--- src/rtl/twiddle_mult_2nd_ifft.sv ---
// Stage-2 IFFT twiddle multiplier: 3-stage pipeline (ROM lookup, products, round/saturate)
// with a 6-bit output frame counter that flags the last sample of each 64-point frame.
module twiddle_mult_2nd_ifft #(
  parameter int unsigned DATA_W  = 16,
  parameter int unsigned TW_W    = 16,
  parameter int unsigned TW_STEP = 8,
  parameter int unsigned NFFT    = 64
) (
  input  logic                     clk,
  input  logic                     rst,
  input  logic                     valid_in,
  input  logic signed [DATA_W-1:0] data_in_re,
  input  logic signed [DATA_W-1:0] data_in_im,
  input  logic [5:0]               Twiddle_address,
  output logic                     valid_out,
  output logic signed [DATA_W-1:0] data_out_re,
  output logic signed [DATA_W-1:0] data_out_im,
  output logic                     frame_last
);

  localparam int unsigned PW = DATA_W + TW_W;  // full product width
  localparam int unsigned SW = PW + 1;         // full sum width
  localparam int unsigned SH = TW_W - 2;       // Q2.(TW_W-2) rescale
  localparam logic [5:0] TwStep  = 6'(TW_STEP);
  localparam logic [5:0] CntLast = 6'(NFFT - 1);
  localparam logic signed [SW-1:0] RndBias = SW'(64'd1 << (TW_W - 3));
  localparam logic signed [SW-1:0] SatMax  = SW'((64'd1 << (DATA_W - 1)) - 64'd1);
  localparam logic signed [SW-1:0] SatMin  = ~SatMax;

  // round(16384*cos(2*pi*k/64)) for k = 0..16
  function automatic logic signed [TW_W-1:0] quarter_cos(input logic [4:0] k);
    logic signed [TW_W-1:0] v;
    case (k)
      5'd0:    v = TW_W'(16384);
      5'd1:    v = TW_W'(16305);
      5'd2:    v = TW_W'(16069);
      5'd3:    v = TW_W'(15679);
      5'd4:    v = TW_W'(15137);
      5'd5:    v = TW_W'(14449);
      5'd6:    v = TW_W'(13623);
      5'd7:    v = TW_W'(12665);
      5'd8:    v = TW_W'(11585);
      5'd9:    v = TW_W'(10394);
      5'd10:   v = TW_W'(9102);
      5'd11:   v = TW_W'(7723);
      5'd12:   v = TW_W'(6270);
      5'd13:   v = TW_W'(4756);
      5'd14:   v = TW_W'(3196);
      5'd15:   v = TW_W'(1606);
      default: v = '0;
    endcase
    return v;
  endfunction

  // Full-circle cosine from the quarter table by symmetry; no ties exist, so exact.
  function automatic logic signed [TW_W-1:0] tw_cos(input logic [5:0] m);
    logic signed [TW_W-1:0] v;
    if (m <= 6'd16)      v = quarter_cos(5'(m));
    else if (m <= 6'd32) v = -quarter_cos(5'(6'd32 - m));
    else if (m <= 6'd48) v = -quarter_cos(5'(m - 6'd32));
    else                 v = quarter_cos(5'(7'd64 - {1'b0, m}));
    return v;
  endfunction

  function automatic logic signed [DATA_W-1:0] sat(input logic signed [SW-1:0] x);
    logic signed [DATA_W-1:0] v;
    if (x > SatMax)      v = SatMax[DATA_W-1:0];
    else if (x < SatMin) v = SatMin[DATA_W-1:0];
    else                 v = x[DATA_W-1:0];
    return v;
  endfunction

  logic [5:0]               w_m;
  logic signed [TW_W-1:0]   w_tw_re, w_tw_im;
  logic signed [SW-1:0]     w_sum_re, w_sum_im, w_shr_re, w_shr_im;
  logic signed [DATA_W-1:0] w_sat_re, w_sat_im;

  logic                     r_v1, r_v2, r_v3, r_last;
  logic [5:0]               r_cnt;
  logic signed [DATA_W-1:0] r_a_re, r_a_im;
  logic signed [TW_W-1:0]   r_w_re, r_w_im;
  logic signed [PW-1:0]     r_p_rr, r_p_ii, r_p_ri, r_p_ir;
  logic signed [DATA_W-1:0] r_out_re, r_out_im;

  // Twiddle index scaling wraps modulo 64; sin(m) = cos(m - 16) with 6-bit wrap.
  always_comb begin
    w_m     = Twiddle_address * TwStep;
    w_tw_re = tw_cos(w_m);
    w_tw_im = tw_cos(w_m - 6'd16);
  end

  // S1/S2 datapath registers; contents are only meaningful under the matching valid bit.
  always_ff @(posedge clk) begin
    if (valid_in) begin
      r_a_re <= data_in_re;
      r_a_im <= data_in_im;
      r_w_re <= w_tw_re;
      r_w_im <= w_tw_im;
    end
    if (r_v1) begin
      r_p_rr <= PW'(r_a_re) * PW'(r_w_re);
      r_p_ii <= PW'(r_a_im) * PW'(r_w_im);
      r_p_ri <= PW'(r_a_re) * PW'(r_w_im);
      r_p_ir <= PW'(r_a_im) * PW'(r_w_re);
    end
  end

  // S3 combine, round half toward +inf, then saturate.
  always_comb begin
    w_sum_re = SW'(r_p_rr) - SW'(r_p_ii);
    w_sum_im = SW'(r_p_ri) + SW'(r_p_ir);
    w_shr_re = (w_sum_re + RndBias) >>> SH;
    w_shr_im = (w_sum_im + RndBias) >>> SH;
    w_sat_re = sat(w_shr_re);
    w_sat_im = sat(w_shr_im);
  end

  // Valid pipeline, output registers and frame counter; outputs hold across bubbles.
  always_ff @(posedge clk) begin
    if (rst) begin
      r_v1     <= 1'b0;
      r_v2     <= 1'b0;
      r_v3     <= 1'b0;
      r_last   <= 1'b0;
      r_cnt    <= '0;
      r_out_re <= '0;
      r_out_im <= '0;
    end else begin
      r_v1   <= valid_in;
      r_v2   <= r_v1;
      r_v3   <= r_v2;
      r_last <= r_v2 && (r_cnt == CntLast);
      if (r_v2) begin
        r_out_re <= w_sat_re;
        r_out_im <= w_sat_im;
        r_cnt    <= (r_cnt == CntLast) ? '0 : r_cnt + 6'd1;
      end
    end
  end

  assign valid_out   = r_v3;
  assign frame_last  = r_last;
  assign data_out_re = r_out_re;
  assign data_out_im = r_out_im;

endmodule

--- config.mk ---
export PLATFORM = sky130hd
export DESIGN_NAME = twiddle_mult_2nd_ifft
export DESIGN_NICKNAME = d
export VERILOG_FILES = /design/src/rtl/twiddle_mult_2nd_ifft.sv
export SDC_FILE = /design/constraint.sdc
export NUM_CORES = 2
export LEC_CHECK = 0
export BUFFER_PORTS_ARGS = -buffer_cell sky130_fd_sc_hd__buf_2
export CAP_MARGIN = 0
export CORE_ASPECT_RATIO = 0.9
export CORE_MARGIN = 1
export CORE_UTILIZATION = 60
export DETAILED_ROUTE_END_ITERATION = 16
export PLACE_DENSITY_LB_ADDON = 0.15
export SLEW_MARGIN = 20
export SYNTH_ARGS = -nofsm -noshare
export SYNTH_HDL_FRONTEND = slang
export SYNTH_SLANG_ARGS = --single-unit
--- constraint.sdc ---
create_clock -name clk -period 10.5 [get_ports clk]
set_input_delay 2.625 -clock clk [delete_from_list [all_inputs] [get_ports clk]]
set_output_delay 2.625 -clock clk [all_outputs]
set_load 0.005 [all_outputs]
==> flow_metrics.env <==
export IMPL_status="complete, but fails checks"
export IMPL_failed_checks="DRC"
export IMPL_cts_setup_buffers=0
export IMPL_antenna_found_initial=6
export IMPL_numCtsBuffers=30
export IMPL_finalCritPeriodShare=0.778
export IMPL_critPathLaunch="r_w_im[12]$_SDFFCE_PP0P_"
export IMPL_drive_above_1_share=0.0419
export IMPL_ant_nets=0
export IMPL_grt_usage=0.278
export IMPL_synth_main_ff_cell="edfxtp_1"
export IMPL_hold_class="reg -> reg"
export IMPL_cap_viol_max_count=0
export IMPL_synth_seq_cells=212
export IMPL_htree_levels=1
export IMPL_fin_nets=6161
export IMPL_synth_avg_cell_area_um2=10.1
export IMPL_r2r_end="r_p_ri[31]$_DFFE_PP_"
export IMPL_start_util=0.606
export IMPL_synthCells=4584
export IMPL_synth_area_top_cells="fa_1 (44%), ha_1 (13%), inv_1 (11%), edfxtp_1 (11%), xnor2_1 (2.9%)"
export IMPL_clkTransAtPathRegs_ps=70
export IMPL_worstReg2RegStart="r_w_im[12]$_SDFFCE_PP0P_"
export IMPL_wire_per_inst_um=17.6
export IMPL_hold_violations=0
export IMPL_worst_slew_pin_slew_ps=1060
export IMPL_slew_headroom=0.294
export IMPL_setup_violations=0
export IMPL_crit_type="reg -> reg"
export IMPL_drcViolationCount=1
export IMPL_cts_resized=0
export IMPL_yosysMostFrequentCell="inv_1"
export IMPL_final_setup_tns_ps=0
export IMPL_min_from="data_out_im[6]$_SDFFE_PP0P_"
export IMPL_syn_nets=6116
export IMPL_vias_per_cell=5.23
export IMPL_syn_to_final_growth_pct=5.59
export IMPL_core_rowCount=96
export IMPL_yosysSeqAreaShare=0.129
export IMPL_first_global_vias=30500
export IMPL_drt_pass1_iterations=12
export IMPL_clock_root_buffer="clkbuf_16"
export IMPL_initialDrtViolationCount=2013
export IMPL_crit_arrival_ps=8530
export IMPL_synth_largest_area_cell="fa_1"
export IMPL_synth_warnings=0
export IMPL_num_vias=29700
export IMPL_syn_cell_area_um2=46200
export IMPL_period_needed_ps=8170
export IMPL_clkSinkCount=212
export IMPL_endpoint_kind="register"
export IMPL_die_h_um=265
export IMPL_slew_viol_final=0
export IMPL_insertion_delay_ps=630
export IMPL_clk_path_buf_depth=3
export IMPL_finalClockSkew_ps=16.9
export IMPL_grt_pass1_wl_um=166000
export IMPL_async_flop_share=0
export IMPL_start_kind="register"
export IMPL_hpwl_um=84600
export IMPL_tritoncts="yes"
export IMPL_worstPathRequired_ps=10860
export IMPL_fp_dieW_um=294
export IMPL_numPortBuffers=71
export IMPL_rsz0062_at_grt="no"
export IMPL_reg2reg_slack_ps=2330
export IMPL_io_pins=75
export IMPL_grt_overflow_total=0
export IMPL_reg2reg_depth=24
export IMPL_core_um2=76200
export IMPL_synth_edff_count=170
export IMPL_synth_top_area_share=0.438
export IMPL_wirelength_um=100000
export IMPL_holdBufCountCts=0
export IMPL_grt_max_degree=77
export IMPL_gp_congestion=0.956
export IMPL_dieArea_um2=78100
export IMPL_timing_critical_path_to="r_p_ri[31]$_DFFE_PP_"
export IMPL_ys_top_cells_by_count="inv_1 (1377), fa_1 (1011), ha_1 (480)"
export IMPL_fmax_mhz=122
export IMPL_critPathMaxFanout=57
export IMPL_synth_distinct_cells=80
flip-flops by register name, summed over array words and instances, names as in the netlist:
register     cells
r_w_im           5
frame_last       1
r_a_im          16
r_v2             1
r_v1             1
r_p_ii          32
r_w_re           5
data_out_im     16
r_a_re          16
r_cnt            6
r_p_rr          32
valid_out        1
data_out_re     16
r_p_ri          32
r_p_ir          32
area by class of cell:
class	instances	area (µm²)
clock inverter	25	282
fill	6403	27400
clock buffer	31	754
antenna	1	2.50
inverter	1378	5170
sequential	212	5950
timing repair buffer	105	611
multi-input combinational	2902	34700
tap	1029	1290
routing by layer:
layer,vias to the layer above,GRT usage,wire (µm)
met2,922,0.386,40900
met1,14900,0.433,46700
met3,79,0.0864,10700
met5,-,0,13
li1,13900,-,-
met4,2,0.0424,1740
worst min-delay path by stage:
stage	end	cells after the start
5_1_grt	data_out_im[3]$_SDFFE_PP0P_	2
2_1_floorplan	frame_last$_SDFF_PP0_	2
3_5_place_dp	data_out_im[4]$_SDFFE_PP0P_	2
6_report	data_out_im[6]$_SDFFE_PP0P_	2
3_3_place_gp	data_out_im[8]$_SDFFE_PP0P_	2
4_1_cts	data_out_im[4]$_SDFFE_PP0P_	2
cell usage in the layout, fill, tap and decap left out, types with 5 or more instances in the layout:
master        n
o21a_1       18
o21bai_1     20
nor3_1       48
dfxtp_1      40
a211oi_1     13
and3_1        5
o211ai_1      8
clkinv_2      5
nor2_1      154
and4_1        5
buf_4        34
nand4_1      19
o21ai_1       7
a21o_1       80
nand3_1      24
buf_2        71
bufinv_16     5
nand2b_1     37
a31oi_1      10
a21oi_1     133
clkbuf_16    30
inv_1      1377
or3_1         8
fa_1       1011
o21ai_0      74
nand2_1     257
and2_1      167
mux2i_1       7
clkinv_1      7
ha_1        480
a211oi_2     12
xnor2_1     152
nor2b_1      23
edfxtp_1    170
o31ai_1       5
xor2_1       44
or2_2        11
kinds of logic (layout without fill, tap and decap cells):
| family | count (synthesis) | after routing | share of synthesized area |
|---|---|---|---|
| other cells | 0 | 1 | 0 |
| simple gates | 774 | 774 | 0.0817 |
| fa+ha+maj | 1491 | 1491 | 0.568 |
| compound gates | 433 | 433 | 0.0622 |
| flops | 212 | 212 | 0.129 |
| xor+xnor | 196 | 196 | 0.0372 |
| buf+inv | 1470 | 1539 | 0.120 |
| mux | 8 | 8 | 0.00176 |
critical path, cell delays in order (launching register included):
cell and delay [ps]:
edfxtp_1 320, buf_4 580, and2_1 670, inv_1 430
fa_1 610, fa_1 520, fa_1 520, inv_1 50
fa_1 490, fa_1 490, inv_1 50, fa_1 470
inv_1 40, ha_1 340, a21o_1 210, a21o_1 170
a21oi_1 120, o21ai_0 110, o21a_1 210, o21ai_0 340
a21oi_1 210, o41ai_2 440, o2111ai_1 200, a21oi_1 200
xnor2_1 80
per-stage QoR:
| step | utilization | hold slack (ps) | area, µm² | setup slack, ps | cells |
|---|---|---|---|---|---|
| detailed placement | 0.626 | 463 | 47700 | 2380 | 5626 |
| floorplan | - | 450 | 46200 | 3710 | 4584 |
| global placement | 0.626 | 460 | 47700 | 2510 | 5626 |
| global route | 0.640 | 517 | 48800 | 1850 | 5683 |
| CTS | 0.640 | 476 | 48700 | 2350 | 5682 |
| finish | 0.640 | 476 | 48800 | 2330 | 5683 |
Power is not shown: default switching activity piles up to over one toggle a cycle in this logic, so the estimate is an artifact.
